<file path="src/rtl/icache_pkg.sv">
`default_nettype none
// ============================================================================
//  Module   : icache_pkg
//  Purpose  : Shared core cache definitions. Holds the controller state
//             encoding, the fixed address/data geometry and a line-base
//             helper. The instruction cache uses it today, and the data
//             cache is expected to reuse it later.
//  Ports    : none (package)
//  Revision : 1.0 - initial release
// ============================================================================
package icache_pkg;

  localparam int unsigned ADDR_W     = 32;
  localparam int unsigned DATA_W     = 32;
  localparam int unsigned BYTE_OFF_W = 2;   // 32-bit words, byte lanes ignored

  typedef enum logic [1:0] {
    ST_IDLE   = 2'd0,
    ST_REFILL = 2'd1,
    ST_DONE   = 2'd2
  } cache_state_e;

  // Field widths of a physical address for a given geometry.
  function automatic int unsigned off_width(input int unsigned words);
    return $clog2(words);
  endfunction

  function automatic int unsigned idx_width(input int unsigned lines);
    return $clog2(lines);
  endfunction

  // Clears the word-offset and byte bits, giving the first byte address of
  // the line that contains addr.
  function automatic logic [ADDR_W-1:0] line_base(input logic [ADDR_W-1:0] addr,
                                                  input int unsigned       line_bytes);
    logic [ADDR_W-1:0] mask;
    mask = ADDR_W'(line_bytes - 1);
    return addr & ~mask;
  endfunction

endpackage : icache_pkg
`default_nettype wire

</file>
<file path="src/rtl/icache.sv">
`default_nettype none
// ============================================================================
//  Module   : icache
//  Purpose  : Direct-mapped, register-based instruction cache. A hit returns
//             the word in the same cycle. A miss refills the whole line in
//             word order (0..WORDS-1), one bus request per word, and then
//             spends one DONE cycle before the retried fetch hits.
//  Ports    : clk_i, rst_i (async, active-low)
//             icache_en_i, iphy_addr_i[31:0], invalidate_i  - MMU side
//             icache_data_o[31:0], icache_data_ready_o       - fetch result
//             mem_req_o, mem_addr_o[31:0], mem_data_i[31:0],
//             mem_data_ready_i                               - refill bus
//             busy_o                                         - not IDLE
//  Revision : 1.0 - initial release
// ============================================================================
module icache
  import icache_pkg::*;
#(
  parameter int unsigned LINES = 16,   // power of two, >= 2
  parameter int unsigned WORDS = 4     // power of two, >= 2
) (
  input  logic              clk_i,
  input  logic              rst_i,
  input  logic              icache_en_i,
  input  logic [ADDR_W-1:0] iphy_addr_i,
  input  logic              invalidate_i,
  output logic [DATA_W-1:0] icache_data_o,
  output logic              icache_data_ready_o,
  output logic              mem_req_o,
  output logic [ADDR_W-1:0] mem_addr_o,
  input  logic [DATA_W-1:0] mem_data_i,
  input  logic              mem_data_ready_i,
  output logic              busy_o
);

  localparam int unsigned OFF_W   = off_width(WORDS);
  localparam int unsigned IDX_W   = idx_width(LINES);
  localparam int unsigned IDX_LSB = OFF_W + BYTE_OFF_W;
  localparam int unsigned TAG_LSB = IDX_LSB + IDX_W;
  localparam int unsigned TAG_W   = ADDR_W - TAG_LSB;
  localparam int unsigned LINE_B  = WORDS * (DATA_W / 8);
  localparam logic [OFF_W-1:0] LAST_WORD = OFF_W'(WORDS - 1);

  cache_state_e       state_q, state_d;
  logic [ADDR_W-1:0]  base_q, base_d;
  logic [OFF_W-1:0]   cnt_q, cnt_d;
  logic [LINES-1:0]   valid_q, valid_d;
  logic               inval_pend_q, inval_pend_d;

  logic [TAG_W-1:0]   tag_q  [LINES];
  logic [DATA_W-1:0]  data_q [LINES][WORDS];

  logic [IDX_W-1:0]   req_idx, fill_idx;
  logic [OFF_W-1:0]   req_off;
  logic [TAG_W-1:0]   req_tag;
  logic               hit;
  logic               fill_we, tag_we;

  always_comb begin
    req_idx  = iphy_addr_i[IDX_LSB +: IDX_W];
    req_off  = iphy_addr_i[BYTE_OFF_W +: OFF_W];
    req_tag  = iphy_addr_i[TAG_LSB +: TAG_W];
    fill_idx = base_q[IDX_LSB +: IDX_W];

    hit = (state_q == ST_IDLE) && icache_en_i && valid_q[req_idx]
          && (tag_q[req_idx] == req_tag);

    icache_data_ready_o = hit;
    icache_data_o       = hit ? data_q[req_idx][req_off] : '0;
    mem_req_o           = (state_q == ST_REFILL);
    // base_q has its offset bits cleared, so OR-ing in the word index is an add.
    mem_addr_o          = mem_req_o ? (base_q | ADDR_W'({cnt_q, 2'b00})) : '0;
    busy_o              = (state_q != ST_IDLE);

    state_d      = state_q;
    base_d       = base_q;
    cnt_d        = cnt_q;
    valid_d      = valid_q;
    inval_pend_d = inval_pend_q;
    fill_we      = 1'b0;
    tag_we       = 1'b0;

    unique case (state_q)
      ST_IDLE: begin
        if (icache_en_i && !hit) begin
          base_d       = line_base(iphy_addr_i, LINE_B);
          cnt_d        = '0;
          inval_pend_d = 1'b0;
          state_d      = ST_REFILL;
        end
      end
      ST_REFILL: begin
        // An invalidate seen at any point of the refill must keep the line
        // that is being filled from becoming valid at the end.
        if (invalidate_i) inval_pend_d = 1'b1;
        if (mem_data_ready_i) begin
          fill_we = 1'b1;
          cnt_d   = cnt_q + OFF_W'(1);
          if (cnt_q == LAST_WORD) begin
            tag_we = 1'b1;
            if (!(inval_pend_q || invalidate_i)) valid_d[fill_idx] = 1'b1;
            state_d = ST_DONE;
          end
        end
      end
      ST_DONE: begin
        state_d = ST_IDLE;
      end
      default: begin
        state_d = ST_IDLE;
      end
    endcase

    if (invalidate_i) valid_d = '0;
  end

  always_ff @(posedge clk_i or negedge rst_i) begin
    if (!rst_i) begin
      state_q      <= ST_IDLE;
      base_q       <= '0;
      cnt_q        <= '0;
      valid_q      <= '0;
      inval_pend_q <= 1'b0;
    end else begin
      state_q      <= state_d;
      base_q       <= base_d;
      cnt_q        <= cnt_d;
      valid_q      <= valid_d;
      inval_pend_q <= inval_pend_d;
    end
  end

  // Tag and data storage carry no reset; valid_q alone decides a hit.
  always_ff @(posedge clk_i) begin
    if (fill_we) data_q[fill_idx][cnt_q] <= mem_data_i;
    if (tag_we)  tag_q[fill_idx]         <= base_q[TAG_LSB +: TAG_W];
  end

endmodule : icache
`default_nettype wire

</file>
<file path="config.mk">
export PLATFORM = sky130hd
export DESIGN_NAME = icache
export DESIGN_NICKNAME = d
export VERILOG_FILES = /design/src/rtl/icache_pkg.sv /design/src/rtl/icache.sv
export SDC_FILE = /design/constraint.sdc
export NUM_CORES = 2
export LEC_CHECK = 0
export ABC_AREA = 1
export CORE_ASPECT_RATIO = 1.25
export CORE_MARGIN = 10
export CORE_UTILIZATION = 30
export CTS_CLUSTER_SIZE = 8
export DETAILED_ROUTE_END_ITERATION = 12
export DONT_BUFFER_PORTS = 1
export SLEW_MARGIN = 5
export SYNTH_ARGS = -nofsm -noshare
export SYNTH_HDL_FRONTEND = slang
export SYNTH_SLANG_ARGS = --single-unit
</file>
<file path="constraint.sdc">
create_clock -name clk_i -period 4.3 [get_ports clk_i]
set_input_delay 0.86 -clock clk_i [delete_from_list [all_inputs] [get_ports clk_i]]
set_output_delay 0.86 -clock clk_i [all_outputs]
set_load 0.01 [all_outputs]
</file>
==> flow_summary.yaml <==
run_status:
  status: "finished with violations"
  failed_checks: "slew limit, setup timing"
setup_path:
  crit_buf_inv: 5
  crit_chain: "inv_8 > buf_4 > buf_12 > buf_12 > o221ai_1 > nand2_1 > nand2_1 > nand3_1 > nand3_1 > o21ai_1 > nor2_4 > buf_6"
  worstPathRequired_ns: 3.44
  arrival_ns: 3.96
  critPathKind: "in -> out"
  crit_path_end_kind: "output port"
  crit_family: "buffers and inverters"
  max_stage_delay_ns: 0.47
  cp_slowest_cell: "o21ai_1"
  reg2regPathDepth: 8
  critPathLaunchType: "primary input"
  path_max_fanout: 311
  cp.depth: 12
floorplan:
  die_y_um: 662
  dieArea_um2: 353200
  die_w_um: 533.6
  coreArea_um2: 328100
  fp-row-count: 235
  start_util_pct: 30.15
  io-pin-count: 136
route:
  viasPerCell: 5.378
  first_pass_iters: 6
  wl_per_cell_um: 24.51
  drc: 0
  antenna_left: 0
  vias: 66415
  drt_wl_total_mm: 302.7
  dr.first_iter.drc_count: 7490
synth:
  synth_top_area_share_pct: 73.83
  synth_top_cells_by_count: "2,432 x edfxtp_1, 1,405 x nand2_1, 780 x nor2_1"
  synth-main-ff-cell: "edfxtp_1"
  synthArstFlopShare_pct: 1.975
  ys_ff_latch: 2481
  synthCells: 7613
  synth.avg_cell_area_um2: 12.99
  synthTopCellsByArea: "edfxtp_1 74%, nand2_1 5.3%, o21ai_0 3.2%"
  synth_warnings: 0
  synth_top_cell_by_area: "edfxtp_1"
  ys_seq_area_share_pct: 75.07
  yosysUniqueCellTypes: 30
  syn_area_um2: 98920
  synth-edff-count: 2432
  yosys.cell_count.top_type: "edfxtp_1"
layout:
  drive_gt1_share_pct: 12.44
  syn_to_final_growth_pct: 19.48
  num-nets-final: 7972
  fill_cells: 31088
  final_area_um2: 118200
  utilization_pct: 36.02
  instances_no_fill: 12349
timing:
  rsz0062_at_grt: "yes"
  fin_crit_ns: 4.824
  setup_ws_ns: -0.5239
  tightest_slew_ns: 1.859
  drv_slew: 514
  max_slew_margin_pct: -23.91
  finClkSkew_ns: 0.1079
  max_freq_ghz: 0.2073
  period_share_pct: 112.2
  finalHoldViolCount: 0
  setup_violations: 33
global_route:
  grt_max_degree: 514
  grt.total_usage_pct: 16.24
  grt_pass1_vias: 64567
  grt_pass1_wl_mm: 437.2
  grt_remaining_overflow: 0
  antenna_found_initial: 10
clock_network:
  root_buffer: "clkbuf_16"
  cts_tree: "built"
  clkSlewWorstSetupHoldPaths_ns: 0.05
  cts_sinks: 2481
  htreeDepth: 5
  cts_buffers: 361
  cts_max_path_buffers: 4
  insertion_delay_ns: 0.93
placement:
  dp_slack_ns: -1.407
  postPlaceCellArea_um2: 106800
  post-dp-hpwl_mm: 153.2
  placed_cells: 11829
  gp_congestion: 0.8100
  io_buffer_count: 0
min_path:
  hold_depth: 0
  hold_path_class: "in -> reg"
power_and_ir_drop:
  power.density_nw_per_um2: 484.5
  ir_drop_mv: 0.4653
  p_leak_nw: 39.32
flow_run:
  cap_violations: 0
-- metrics by stage --
step	hold WS (ns)	total power [mW]	TNS (ns)
2_1_floorplan	0.4426	31.00	0
3_3_place_gp	0.4665	32.71	-30.58
3_5_place_dp	0.4795	32.83	-32.79
4_1_cts	0.00001105	57.47	-0.9903
5_1_grt	0.008130	58.97	-9.608
6_report	0.04909	57.26	-13.43
-- layout by cell type, fill, tap and decap left out, types with 6 or more instances in the layout --
master / instances
buf_16: 16
nand3_1: 363
o22ai_1: 82
dfrtp_1: 49
buf_12: 98
nor2_1: 668
inv_1: 173
nor2_4: 98
o211ai_1: 123
a211oi_1: 10
a32o_1: 78
a221o_1: 62
dlygate4sd3_1: 37
o221ai_1: 166
bufbuf_16: 7
a31oi_1: 7
a221oi_1: 113
edfxtp_1: 2432
nand3_2: 23
o21ai_1: 31
nand2_2: 18
clkbuf_1: 46
clkbuf_16: 375
a21oi_1: 461
buf_4: 281
inv_6: 6
nor2_2: 14
o21ai_0: 610
nor3_1: 35
buf_6: 24
nand3b_1: 24
nand2_1: 1386
-- flip-flops by register name, indices dropped and copies added (netlist names) --
name          count
inval_pend_q      1
valid_q          16
state_q           2
cnt_q             2
base_q           28
data_q         2048
tag_q           384
-- final cells by class --
class                           instances  area [µm²]  share of cell area, %
Sequential cell                      2481       74260                  62.83
Timing Repair Buffer                  475        5660                  4.789
Inverter                              181       732.0                 0.6193
Antenna cell                            5       12.51                0.01059
Tap cell                             4384        5485                  4.641
Multi-Input combinational cell       4399       22590                  19.12
Clock inverter                         13       142.6                 0.1207
Clock buffer                          411        9306                  7.874
-- per-layer routing --
layer / GRT usage (%) / share of wire, % / routed length [µm]
met5: 0 / 0 / 0
met2: 26.81 / 47 / 143300
met1: 21.58 / 40 / 121300
met3: 3.153 / 9.6 / 28940
met4: 5.155 / 3.0 / 9113
-- power breakdown --
part	internal, mW	total (mW)	switching (mW)
clock network	14.9	24.5	9.57
registers	27.8	28.4	0.636
logic	1.30	4.36	3.06
-- cell families (layout without fill, tap and decap cells) --
| kind of cell | count (synthesis) | after routing | share of synthesized area [%] |
|---|---|---|---|
| AOI/OAI and AO/OA | 1750 | 1750 | 11.08 |
| adders and majority gates | 4 | 4 | 0.05060 |
| buffers and inverters | 734 | 1080 | 3.114 |
| DFF | 2481 | 2481 | 75.07 |
| other | 1 | 7 | 0.003791 |
| and+or+nand+nor | 2643 | 2643 | 10.68 |
-- timing repair --
action | 4_1_cts | 5_1_grt
setup endpoints to repair | 33 | 33
hold buffers | 43 | 0
cloned | 12 | 11
pin swaps | 4 | 23
gates resized for setup | 39 | 132
buffers inserted | 3 | 23
endpoints found under the hold margin | 515 | 0
-- path summary, 6_finish.rpt --
| check | startpoint | endpoint | slack, ns |
|---|---|---|---|
| min in group asynchronous | rst_i | state_q[1] | 0.48 |
| max in group asynchronous | rst_i | valid_q[11] | 3.51 |
| hold / removal | mem_data_i[4] | data_q[12][100] | 0.05 |
| setup / recovery | iphy_addr_i[6] | icache_data_o[29] | -0.52 |
| setup reg to reg | state_q[0] | data_q[0][68] | 0.36 |
| hold reg to reg | valid_q[2] | valid_q[2] | 0.49 |
Note: power is estimated with default switching activity, not from simulation.
